==> config.mk <==
export PLATFORM = sky130hd
export DESIGN_NAME = spu_vector_distance_flat
export DESIGN_NICKNAME = d
export VERILOG_FILES = /design/src/rtl/spu_vector_distance_if.sv /design/src/rtl/spu_vector_distance.sv /design/src/flat_wrapper.sv
export SDC_FILE = /design/constraint.sdc
export NUM_CORES = 1
export LEC_CHECK = 0
export CAP_MARGIN = 20
export CORE_ASPECT_RATIO = 2
export CORE_MARGIN = 2
export CORE_UTILIZATION = 45
export CTS_CLUSTER_SIZE = 16
export DETAILED_ROUTE_END_ITERATION = 8
export REMOVE_ABC_BUFFERS = 1
export SLEW_MARGIN = 20
export SYNTH_ARGS = -nofsm -noshare
export SYNTH_HDL_FRONTEND = slang
export SYNTH_SLANG_ARGS = --single-unit
==> constraint.sdc <==
create_clock -name clk -period 6 [get_ports clk]
set_clock_uncertainty 0.2 [all_clocks]
set_input_delay 1.2 -clock clk [delete_from_list [all_inputs] [get_ports clk]]
set_output_delay 1.2 -clock clk [all_outputs]
set_load 0.02 [all_outputs]
==> src/rtl/spu_vector_distance_if.sv <==
// Handshake/data bundle for the streaming vector-distance engine.
// The slave modport is the engine's view; the master modport is the producer/consumer view.
interface spu_vector_distance_if #(
  parameter int DIM = 4,
  parameter int W   = 8
);
  localparam int OW = 2*W + $clog2(DIM);
  localparam int CW = $clog2(DIM+1);

  logic          clear;
  logic [1:0]    mode;
  logic          in_valid;
  logic          in_ready;
  logic [W-1:0]  in_a;
  logic [W-1:0]  in_b;
  logic          out_valid;
  logic          out_ready;
  logic [OW-1:0] out_dist;
  logic [1:0]    out_mode;
  logic [CW-1:0] elem_cnt;

  modport slave (
    input  clear, mode, in_valid, in_a, in_b, out_ready,
    output in_ready, out_valid, out_dist, out_mode, elem_cnt
  );

  modport master (
    output clear, mode, in_valid, in_a, in_b, out_ready,
    input  in_ready, out_valid, out_dist, out_mode, elem_cnt
  );
endinterface

==> src/rtl/spu_vector_distance.sv <==
// Streaming distance engine: accepts DIM element pairs one per handshake and
// emits a Manhattan / Chebyshev / squared-Euclidean / Hamming distance per pair.
// The result width OW covers the worst case of every metric, so nothing wraps.
module spu_vector_distance #(
  parameter int DIM = 4,
  parameter int W   = 8
) (
  input  logic                  clk,
  input  logic                  rst_n,
  spu_vector_distance_if.slave  bus
);
  localparam int OW = 2*W + $clog2(DIM);
  localparam int CW = $clog2(DIM+1);

  localparam logic [1:0] MODE_MANH = 2'b00;
  localparam logic [1:0] MODE_CHEB = 2'b01;
  localparam logic [1:0] MODE_SQE  = 2'b10;

  typedef enum logic [1:0] {
    IDLE  = 2'b00,
    ACCUM = 2'b01,
    HOLD  = 2'b10
  } state_t;

  state_t        state_reg, state_next;
  logic [OW-1:0] acc_reg, acc_next;
  logic [CW-1:0] cnt_reg, cnt_next;
  logic [1:0]    mode_reg, mode_next;
  logic [OW-1:0] dist_reg, dist_next;
  logic [1:0]    out_mode_reg, out_mode_next;
  logic          valid_reg;
  logic          ready_reg;

  logic [W-1:0]  diff;
  logic [1:0]    mode_eff;
  logic [OW-1:0] acc_base;
  logic [OW-1:0] acc_fold;
  logic          accept;
  logic          last_elem;

  // Fold one element distance into the running accumulator for the given metric.
  function automatic logic [OW-1:0] fold(input logic [1:0] m,
                                         input logic [OW-1:0] acc,
                                         input logic [W-1:0] d);
    logic [OW-1:0] dx;
    dx = OW'(d);
    case (m)
      MODE_MANH: fold = acc + dx;
      MODE_CHEB: fold = (dx > acc) ? dx : acc;
      MODE_SQE:  fold = acc + dx * dx;
      default:   fold = acc + {{(OW-1){1'b0}}, (d != '0)};
    endcase
  endfunction

  // Element distance and the accumulator contribution for the current beat.
  // The first element starts from zero with the live mode, so the fold
  // result is exactly that element's own value; later elements use the latched mode.
  always_comb begin
    diff      = (bus.in_a >= bus.in_b) ? (bus.in_a - bus.in_b) : (bus.in_b - bus.in_a);
    mode_eff  = (state_reg == IDLE) ? bus.mode : mode_reg;
    acc_base  = (state_reg == IDLE) ? '0 : acc_reg;
    acc_fold  = fold(mode_eff, acc_base, diff);
    accept    = bus.in_valid && ready_reg;
    last_elem = (cnt_reg == CW'(DIM-1));
  end

  // Next-state and datapath control; clear overrides any handshake this cycle.
  always_comb begin
    state_next    = state_reg;
    acc_next      = acc_reg;
    cnt_next      = cnt_reg;
    mode_next     = mode_reg;
    dist_next     = dist_reg;
    out_mode_next = out_mode_reg;

    if (bus.clear) begin
      state_next = IDLE;
      acc_next   = '0;
      cnt_next   = '0;
    end else begin
      case (state_reg)
        IDLE: begin
          if (accept) begin
            acc_next   = acc_fold;
            mode_next  = bus.mode;
            cnt_next   = CW'(1);
            state_next = ACCUM;
          end
        end
        ACCUM: begin
          if (accept) begin
            acc_next = acc_fold;
            cnt_next = cnt_reg + CW'(1);
            if (last_elem) begin
              state_next    = HOLD;
              dist_next     = acc_fold;
              out_mode_next = mode_reg;
            end
          end
        end
        HOLD: begin
          if (valid_reg && bus.out_ready) begin
            state_next = IDLE;
            acc_next   = '0;
            cnt_next   = '0;
          end
        end
        default: begin
          state_next = IDLE;
          acc_next   = '0;
          cnt_next   = '0;
        end
      endcase
    end
  end

  // State, accumulator and result registers; reset discards any partial vector.
  always_ff @(posedge clk or negedge rst_n) begin
    if (!rst_n) begin
      state_reg    <= IDLE;
      acc_reg      <= '0;
      cnt_reg      <= '0;
      mode_reg     <= '0;
      dist_reg     <= '0;
      out_mode_reg <= '0;
    end else begin
      state_reg    <= state_next;
      acc_reg      <= acc_next;
      cnt_reg      <= cnt_next;
      mode_reg     <= mode_next;
      dist_reg     <= dist_next;
      out_mode_reg <= out_mode_next;
    end
  end

  // Handshake flags registered from the next state so they never see inputs
  // combinationally; ready stays low while in reset and rises on the first edge after.
  always_ff @(posedge clk or negedge rst_n) begin
    if (!rst_n) begin
      valid_reg <= 1'b0;
      ready_reg <= 1'b0;
    end else begin
      valid_reg <= (state_next == HOLD);
      ready_reg <= (state_next != HOLD);
    end
  end

  assign bus.in_ready  = ready_reg;
  assign bus.out_valid = valid_reg;
  assign bus.out_dist  = dist_reg;
  assign bus.out_mode  = out_mode_reg;
  assign bus.elem_cnt  = cnt_reg;

endmodule

==> src/flat_wrapper.sv <==
// flat-port wrapper written by rule: the top's interface ports become plain ports
module spu_vector_distance_flat 
#(
  parameter int DIM = 4,
  parameter int W   = 8
)
  (clk, rst_n, bus_clear, bus_mode, bus_in_valid, bus_in_a, bus_in_b, bus_out_ready, bus_in_ready, bus_out_valid, bus_out_dist, bus_out_mode, bus_elem_cnt);
  spu_vector_distance_if #(.DIM(DIM), .W(W)) bus_i ();
  input  logic clk;
  input  logic rst_n;
  input wire logic [$bits(bus_i.clear)-1:0] bus_clear;
  input wire logic [$bits(bus_i.mode)-1:0] bus_mode;
  input wire logic [$bits(bus_i.in_valid)-1:0] bus_in_valid;
  input wire logic [$bits(bus_i.in_a)-1:0] bus_in_a;
  input wire logic [$bits(bus_i.in_b)-1:0] bus_in_b;
  input wire logic [$bits(bus_i.out_ready)-1:0] bus_out_ready;
  output wire logic [$bits(bus_i.in_ready)-1:0] bus_in_ready;
  output wire logic [$bits(bus_i.out_valid)-1:0] bus_out_valid;
  output wire logic [$bits(bus_i.out_dist)-1:0] bus_out_dist;
  output wire logic [$bits(bus_i.out_mode)-1:0] bus_out_mode;
  output wire logic [$bits(bus_i.elem_cnt)-1:0] bus_elem_cnt;
  assign bus_i.clear = bus_clear;
  assign bus_i.mode = bus_mode;
  assign bus_i.in_valid = bus_in_valid;
  assign bus_i.in_a = bus_in_a;
  assign bus_i.in_b = bus_in_b;
  assign bus_i.out_ready = bus_out_ready;
  assign bus_in_ready = bus_i.in_ready;
  assign bus_out_valid = bus_i.out_valid;
  assign bus_out_dist = bus_i.out_dist;
  assign bus_out_mode = bus_i.out_mode;
  assign bus_elem_cnt = bus_i.elem_cnt;
  spu_vector_distance #(.DIM(DIM), .W(W)) u_core (.clk(clk), .rst_n(rst_n), .bus(bus_i));
endmodule
Word-level counts from Yosys, hierarchy flattened
Index checks and enable logic that the tools add are counted.
{ "classes": {"add_sub_neg": 6, "n_eq_ne": 11, "n_lt_le_gt_ge": 2, "reduce_logical": 10, "mul": 1, "bitwise": 1, "mux": 20} }
{ "ops": {"columns": ["op", "count"], "rows": [
  ["18-bit two-way mux", 5],
  ["18-bit one-hot mux with 3 select lines", 1],
  ["18-bit one-hot mux with 2 select lines", 1],
  ["18-bit by 1-bit adder with 18-bit output", 1],
  ["18-bit by 16-bit adder with 18-bit output", 1],
  ["18-bit by 8-bit adder with 18-bit output", 1],
  ["8-bit by 18-bit > comparator with 1-bit output", 1],
  ["8-bit by 8-bit multiplier with 16-bit output", 1],
  ["8-bit subtractor", 2],
  ["2-bit two-way mux", 6],
  ["3-bit two-way mux", 4],
  ["3-bit by 2-bit inequality test with 1-bit output (second input constant)", 3],
  ["3-bit one-hot mux with 3 select lines", 1],
  ["8-bit greater-or-equal comparator", 1],
  ["8-bit two-way mux", 1],
  ["8-bit nonzero test", 1],
  ["2-bit equality test (second input constant)", 3],
  ["2-bit one-hot mux with 3 select lines", 1],
  ["3-bit AND reduction", 2],
  ["2-bit by 1-bit equality test with 1-bit output (second input constant)", 2],
  ["2-bit logical NOT", 2],
  ["4-bit AND reduction", 1],
  ["3-bit by 1-bit adder with 3-bit output (second input constant)", 1],
  ["3-bit by 2-bit equality test with 1-bit output (second input constant)", 1],
  ["6 further kinds", 7]
]} }
{ "word_totals": {"in_bits": 23, "output_inout_bits": 25, "word_cells": 59, "register_bits": 47} }

Logic depth before layout (Yosys ltp)
Gate-level depths: netlist (run 1).
{ "logic_depth": {"word_depth": 8, "depth_mapped": 30, "depth_no_buf": 30} }

Worst setup path after synthesis (run 1)
OpenSTA, ideal clock, no wires.
{ "synth_path": {"kind": "input port to flip-flop", "from": "in bus_in_a[0]", "to": "reg u_core.dist_reg[17] (netlist: u_core.bus.out_dist[17])", "setup_ns": 0.125, "path_slack_ns": -2.047, "path_stages": 28, "arrival_ns": 7.722, "path_buffers": 1, "required_time_ns": 5.675, "path_cell_list": "inv_1 ha_1 inv_1 fa_1 and3_1 o31a_1 nor3_4 mux2i_1 o211ai_1 xnor2_1 clkbuf_1 nand2_1 fa_1 inv_1 fa_1 ha_1 inv_1 fa_1 inv_1 ha_1 a211oi_1 o21ai_0 nand4_1 a31oi_1 a2111oi_0 a41o_1 o22ai_1 mux2_2"} }
{ "synth_via": {"elab_chain_cells": 5, "elab_cells_between_ends": 12, "classes_between": "add/sub (5); mul (1); order compare (2); mux (3); reduce/logical (1)"} }
{ "synth_rtl": {"columns": ["item", "line", "rtl"], "rows": [
  ["from (decl)", "flat_wrapper.sv:14", "input wire logic [$bits(bus_i.in_a)-1:0] bus_in_a;"],
  ["8-bit subtractor or 8-bit greater-or-equal comparator (tied branches)", "spu_vector_distance.sv:59", "diff = (bus.in_a >= bus.in_b) ? (bus.in_a - bus.in_b) : (bus.in_b - bus.in_a);"],
  ["8-bit two-way mux *", "spu_vector_distance.sv:59", null],
  ["8-bit by 8-bit multiplier with 16-bit output, or another cell as far along", "spu_vector_distance.sv:50", "MODE_SQE: fold = acc + dx * dx;"],
  ["18-bit by 16-bit adder with 18-bit output, or another cell as far along", "spu_vector_distance.sv:50", null],
  ["18-bit one-hot mux with 3 select lines *", "spu_vector_distance.sv:47", "case (m)"],
  ["to (signal assigned)", "spu_vector_distance.sv:131", "dist_reg <= dist_next;"],
  ["to (decl)", "spu_vector_distance.sv:29", "logic [OW-1:0] dist_reg, dist_next;"]
]} }
Every way passes the cells marked *; elsewhere a longest branch is shown, timed or not.
A chain may end at the register's enable or synchronous reset.

Worst setup path after layout (run 1)
{ "layout_path": {"from": "in bus_in_b[7]", "to": "reg u_core.dist_reg[12] (netlist: u_core.bus.out_dist[12])"} }
{ "layout_via": {"elab_chain_cells": 5, "elab_cells_between_ends": 12, "classes_between": "add/sub (5); mul (1); order compare (2); mux (3); reduce/logical (1)"} }
{ "layout_rtl": {"columns": ["item", "line", "rtl"], "rows": [
  ["from (decl)", "flat_wrapper.sv:15", "input wire logic [$bits(bus_i.in_b)-1:0] bus_in_b;"],
  ["8-bit subtractor or 8-bit greater-or-equal comparator (tied branches)", "spu_vector_distance.sv:59", null],
  ["8-bit two-way mux *", "spu_vector_distance.sv:59", null],
  ["8-bit by 8-bit multiplier with 16-bit output, or another cell as far along", "spu_vector_distance.sv:50", null],
  ["18-bit by 16-bit adder with 18-bit output, or another cell as far along", "spu_vector_distance.sv:50", null],
  ["18-bit one-hot mux with 3 select lines *", "spu_vector_distance.sv:47", null]
]} }
Marks and branches as above.

==> results of run 1 <==
==> layout make-up <==
class	count	area (sq um)	share of cell area, %
repair buffers	211	1724	19.05
clock buffers	5	125.1	1.383
well taps	189	236.5	2.613
multi-input cells	585	5281	58.36
clock inverters	3	71.32	0.7881
inverters	113	435.4	4.811
flip-flops and latches	47	1176	13.00
==> worst max-delay path, delay by kind of cell <==
family	cells	cell delay, ps
and+or+nand+nor	5	1070
muxes	1	250
xor gates and xnor gates	2	420
buffers and inverters	7	1100
AOI/OAI and AO/OA	6	810
adders and majority gates	6	2430
==> layer usage <==
metal / GRT usage, % / vias up / part of all wire, %
met5: 0 / - / 0
met4: 22.07 / 0 / 8.9
met3: 2.255 / 100 / 3.0
met2: 58.00 / 222 / 55
met1: 31.36 / 3175 / 33
li1: - / 3035 / -
==> cell families after synthesis <==
kind of cell               share of synthesized area, %
buffers and inverters                             8.251
xor gates and xnor gates                          5.117
AOI/OAI and AO/OA                                 20.25
and+or+nand+nor                                   17.41
muxes                                             2.360
DFF                                               18.64
adders and majority gates                         27.97
==> stage by stage <==
step	setup WS, ps	cells	util, %	cell area [sq um]
global placement	-2443	1132	58.36	8061
finish	-1397	1153	65.51	9050
floorplan	-2256	745	-	6213
detailed placement	-2558	1132	58.36	8061
global route	-1627	1153	65.51	9050
CTS	-1343	1149	64.03	8846
==> cell usage in the layout (no fill, tap or decap), types with 6 or more instances in the layout <==
master,n
sky130_fd_sc_hd__a21oi_1,26
sky130_fd_sc_hd__xnor2_1,15
sky130_fd_sc_hd__o21ai_0,20
sky130_fd_sc_hd__ha_4,13
sky130_fd_sc_hd__and2_1,10
sky130_fd_sc_hd__nor3_1,13
sky130_fd_sc_hd__nand4_1,6
sky130_fd_sc_hd__inv_2,17
sky130_fd_sc_hd__o21ai_1,14
sky130_fd_sc_hd__buf_4,155
sky130_fd_sc_hd__xnor2_2,7
sky130_fd_sc_hd__or3_1,6
sky130_fd_sc_hd__ha_1,64
sky130_fd_sc_hd__buf_6,9
sky130_fd_sc_hd__a211oi_1,7
sky130_fd_sc_hd__nand3_1,14
sky130_fd_sc_hd__a21oi_2,8
sky130_fd_sc_hd__a31oi_1,11
sky130_fd_sc_hd__xor2_1,9
sky130_fd_sc_hd__nor2_1,53
sky130_fd_sc_hd__inv_1,92
sky130_fd_sc_hd__nor2_2,6
sky130_fd_sc_hd__a22o_1,6
sky130_fd_sc_hd__dlygate4sd2_1,9
sky130_fd_sc_hd__fa_1,35
sky130_fd_sc_hd__nand2_1,78
sky130_fd_sc_hd__and3_1,7
sky130_fd_sc_hd__a21o_1,15
sky130_fd_sc_hd__clkdlybuf4s50_1,33
sky130_fd_sc_hd__o21ai_2,8
sky130_fd_sc_hd__dfrtp_1,47
==> what timing repair did <==
item | CTS | global route
gates resized for setup | 144 | 44
setup endpoints to repair | 36 | 36
buffers inserted | 11 | 4
pin swaps | 70 | 48
gates cloned | 0 | 0
==> worst max path at each step <==
stage	start	endpoint	slack (ps)	depth (start not counted)
finish	bus_in_b[7]	u_core.bus.out_dist[12]	-1400	27
global route	bus_in_a[0]	u_core.bus.out_dist[16]	-1630	29
CTS	bus_in_a[0]	u_core.bus.out_dist[14]	-1340	27
detailed placement	bus_in_b[0]	u_core.bus.out_dist[12]	-2560	28
global placement	bus_in_b[0]	u_core.bus.out_dist[12]	-2440	28
floorplan	bus_in_a[0]	u_core.bus.out_dist[17]	-2260	26
==> qor.txt, run 1 <==
CTS Buf Count = 5
Wirelength, routed = 22,470 microns
Commonest cells post-synth = sky130_fd_sc_hd__inv_1 (109), sky130_fd_sc_hd__nand2_1 (82), sky130_fd_sc_hd__ha_1 (77), sky130_fd_sc_hd__nor2_1 (59), sky130_fd_sc_hd__dfrtp_1 (47)
Library cell contributing the largest single delay on the critical path = sky130_fd_sc_hd__fa_1
Clock slew seen by the registers of the worst setup and hold paths = 70 ps
Register bit total from synthesis = 47
Floorplan row count = 61
Final weighted congestion of routability-driven global placement = 0.9502
Distinct cell type count of the synthesized netlist = 74
First-pass GRT wire length = 35,830 microns
Library cell with the highest instance count after synthesis = sky130_fd_sc_hd__inv_1
Starting density of the core = 45.67%
Share of the synthesized area in the top cell type = 18.64%
Final WS setup = -1397 ps
Critical register-to-register path startpoint = u_core.state_reg[1]
Number of synthesized flops with an enable pin = 0
Number of warnings printed during yosys synthesis = 0
Launching element type of the critical path = input port
Worst r2r dst = u_core.bus.out_dist[13]
Largest net degree at the start of global routing = 48
Data arrival time of the worst path = 7320 ps
Number of buffers added to fix hold violations after cts = 0
Cell type with the highest aggregate area in the netlist = sky130_fd_sc_hd__dfrtp_1
Number of buffers inserted by port buffering = 47
Critical path's most frequent cell = sky130_fd_sc_hd__fa_1
Via count of the first global-routing pass = 7,178
Post-layout net count = 1,103
Inserted Diodes = 0
Summed instance area of the synthesized netlist = 6309 sq um
Hold WS = 288.0 ps
Syn Inst Count = 768
Final critical-path required period = 7397 ps
Required time of the critical path = 5920 ps
Die Outline Area = 15,040 sq um
Clock root buffer master = sky130_fd_sc_hd__clkbuf_16
Top achievable clock speed = 135.2 MHz
RSZ-0062 raised after global routing = yes
Top cells by area, synth = sky130_fd_sc_hd__dfrtp_1 (19%), sky130_fd_sc_hd__ha_1 (15%), sky130_fd_sc_hd__fa_1 (13%)
Final setup violating endpoints = 28
Slowest stage delay, CP = 580 ps
Worst hold path class = register to register
Register area share after synthesis = 18.64%
Ports = 48
Measured slew at the worst slew-check pin = 1146 ps
TritonCTS sink count = 47
Overall overflow remaining after global route = 0
Maximum clock insertion buffer count = 2
Violations in the final reports = setup timing
Maximum net fanout on the critical path = 4
Remaining antenna violation count after routing = 0
Number of antenna violations at the first check in global routing = 0
Class of the most critical setup path = input port to register
Standard cell core area = 13,810 sq um
TritonCTS clock tree = done
Area added between synthesis and finish = 43.45%
Final hold violation count = 0
Die outline height = 171.4 microns
Clock H-tree levels = 2
Global router's overall resource usage = 31.14%
Worst Hold End = u_core.bus.out_mode[1]
Max-cap violations = 0
Final max-slew violation count = 0
Filler cell count in the final layout = 1,207
Hold Path Origin = u_core.bus.out_mode[1]
Number of vias in the routed layout = 6,532
Clock network latency to the later pin of the worst-skew pair = 290 ps
Detailed-router iteration count before antenna repair = 5
Average routed wire per standard cell = 19.49 microns
Max-slew headroom at the worst pin = 23.01%
Outcome = complete, but fails checks
Primary flip-flop cell chosen by synthesis mapping = sky130_fd_sc_hd__dfrtp_1
Iteration-0 DRC count of the detailed router = 312
DP Wirelength = 17,900 microns
DRC Markers = 0
Sum Neg Setup Slack = -31,970 ps
FFs w/ async S/R, synth = 100.0%
Critical path endpoint category = register
Vias per cell = 5.665
Die Width = 87.72 microns
Fin crit share = 123.3%
Worst R2R Setup Slack = 690 ps
Depth of the most critical reg-to-reg path = 19
Number of cells on the worst hold path = 2
Mean area per synthesized cell = 8.214 sq um
Layout cell share with drive strength beyond 1 = 31.95%
Power of run 1 is not shown: default switching activity piles up to over one toggle a cycle in this logic, so the estimate is an artifact.
==> inputs of run 2 (changes only) <==
CORE_UTILIZATION = 58   (was 45)
CTS_CLUSTER_DIAMETER = 100   (was default)
GPL_TIMING_DRIVEN = 1   (was default)
PLACE_DENSITY = 0.79   (was default)
==> run 2 against run 1 <==
The flow still finishes with violations (setup timing). Final area down 0.18%. Die area down 22%. Largest cell class unchanged. Critical path type unchanged. Maximum frequency down 4.9%. Register-to-register slack worse by 210 ps. Critical endpoint is now u_core.bus.out_dist[16].
==> qor.txt, run 2 (same netlist as run 1, synthesis figures left out) <==
Maximum clock insertion buffer count = 2 (unchanged)
Worst R2R Setup Slack = 480 ps (-210 ps)
Worst r2r dst = u_core.bus.out_dist[16]
Iteration-0 DRC count of the detailed router = 778 (+150%)
Required time of the critical path = 6010 ps (+90 ps)
Worst hold path class = register to register
Detailed-router iteration count before antenna repair = 6 (+1)
Final hold violation count = 0 (unchanged)
Top achievable clock speed = 128.5 MHz (-4.9%)
Data arrival time of the worst path = 7790 ps (+470 ps)
Largest net degree at the start of global routing = 48 (unchanged)
Number of antenna violations at the first check in global routing = 0 (unchanged)
Standard cell core area = 10,540 sq um (-24%)
CTS Buf Count = 5 (unchanged)
Slowest stage delay, CP = 640 ps (+60 ps)
Final weighted congestion of routability-driven global placement = 0.9709 (+2.2%)
Via count of the first global-routing pass = 7,390 (+3.0%)
Max-cap violations = 0 (unchanged)
DP Wirelength = 17,390 microns (-2.8%)
Clock H-tree levels = 2 (unchanged)
Critical path endpoint category = register
Number of buffers added to fix hold violations after cts = 0 (unchanged)
Maximum net fanout on the critical path = 3 (-1)
Clock slew seen by the registers of the worst setup and hold paths = 60 ps (about the same)
Max-slew headroom at the worst pin = 34.78% (+12 points)
End of the critical path = u_core.bus.out_dist[16]
Clock network latency to the later pin of the worst-skew pair = 290 ps (about the same)
Critical path launch point = bus_in_a[0]
Post-layout net count = 1,114 (+1.0%)
Die Width = 77.75 microns (-11%)
TritonCTS clock tree = done
Remaining antenna violation count after routing = 0 (unchanged)
Number of buffers inserted by port buffering = 47 (unchanged)
Measured slew at the worst slew-check pin = 968.1 ps (-177.9 ps)
Die outline height = 151.5 microns (-12%)
Number of vias in the routed layout = 7,060 (+8.1%)
Filler-free cell count of the finished design = 1,112 (-3.6%)
Wirelength, routed = 24,740 microns (+10%)
Final max-slew violation count = 0 (unchanged)
Outcome = complete, but fails checks
Number of cells after detailed placement = 1,080 (-4.6%)
Violations in the final reports = setup timing
Fin crit share = 129.7% (+6.4 points)
Vias per cell = 6.349 (+12%)
Most common cell after layout, fill and taps aside = sky130_fd_sc_hd__buf_4
Area added between synthesis and finish = 43.20%
Final setup violating endpoints = 30 (+7.1%)
Class of the most critical setup path = input port to register
Global router's overall resource usage = 40.16% (+9.0 points)
Die Outline Area = 11,780 sq um (-22%)
Average routed wire per standard cell = 22.25 microns (+14%)
TritonCTS sink count = 47 (unchanged)
First-pass GRT wire length = 36,350 microns (+1.4%)
Filler cell count in the final layout = 599 (-50%)
Inserted Diodes = 0 (unchanged)
Overall overflow remaining after global route = 0 (unchanged)
Launching element type of the critical path = input port
Leading cell types in the layout, fill and taps excluded = sky130_fd_sc_hd__buf_4 (165), sky130_fd_sc_hd__inv_1 (88), sky130_fd_sc_hd__nand2_1 (78)
Ports = 48 (unchanged)
DRC Markers = 0 (unchanged)
Final WS setup = -1782 ps (-385.1 ps)
Floorplan row count = 53 (-13%)
Clock root buffer master = sky130_fd_sc_hd__clkbuf_16
Layout cell share with drive strength beyond 1 = 33.23% (+1.3 points)
Depth of the most critical reg-to-reg path = 21 (+2)
Sum Neg Setup Slack = -40,100 ps (-8129 ps)
RSZ-0062 raised after global routing = yes
Starting density of the core = 59.83% (+14 points)
Final critical-path required period = 7782 ps (+385.1 ps)
Critical path's most frequent cell = sky130_fd_sc_hd__inv_2
Critical register-to-register path startpoint = u_core.state_reg[1]
Library cell contributing the largest single delay on the critical path = sky130_fd_sc_hd__fa_2
==> run 2: final cells by class <==
type	instances	area, sq um	area share (%)
multi-input combinational	585	5266	58.30
tap	137	171.4	1.898
timing repair buffer	222	1814	20.08
clock buffer	6	138.9	1.537
clock inverter	2	35.03	0.3878
sequential	47	1176	13.02
inverter	113	431.7	4.778
==> run 2: per-stage QoR <==
stage / cell area (sq um) / setup WS [ps] / hold WS, ps / util [%]
after floorplan: 6213 / -2256 / 249.7 / -
after global placement: 7984 / -2326 / 258.6 / 75.72
after detailed placement: 7984 / -2646 / 265.3 / 75.72
after CTS: 8811 / -1382 / 282.2 / 83.56
after global routing: 9034 / -1957 / 295.9 / 85.68
final: 9034 / -1782 / 281.6 / 85.68
==> run 2: layer usage <==
layer | wire, microns | track usage, %
met1 | 7637 | 38.26
met2 | 12670 | 73.75
met3 | 1720 | 5.273
met4 | 2721 | 35.45
met5 | 0 | 0
==> run 2: what timing repair did <==
action / in CTS / in global routing
buffers inserted: 21 / 6
endpoints found under the setup margin: 36 / 33
pin swaps: 81 / 35
gates resized for setup: 154 / 39
==> run 2: how the worst min path moves through the flow <==
| stage | start | end | cells after the start |
|---|---|---|---|
| 3_5_place_dp | u_core.bus.out_mode[0] | u_core.bus.out_mode[0] | 2 |
| 4_1_cts | u_core.bus.out_mode[0] | u_core.bus.out_mode[0] | 2 |
| 5_1_grt | u_core.bus.out_mode[0] | u_core.bus.out_mode[0] | 2 |
| 3_3_place_gp | u_core.bus.out_mode[0] | u_core.bus.out_mode[0] | 2 |
| 6_report | u_core.bus.out_mode[0] | u_core.bus.out_mode[0] | 2 |
| 2_1_floorplan | u_core.acc_reg[3] | u_core.acc_reg[3] | 2 |
==> run 2: worst max-delay path, delay by kind of cell <==
| family | cells | cell delay [ps] |
|---|---|---|
| adder cells (fa/ha/maj) | 7 | 2930 |
| AO/OA/AOI/OAI | 7 | 1300 |
| AND/OR/NAND/NOR | 5 | 690 |
| multiplexers | 1 | 360 |
| XOR/XNOR | 2 | 340 |
| buffers and inverters | 11 | 970 |
Power of run 2 is left out for the same reason.
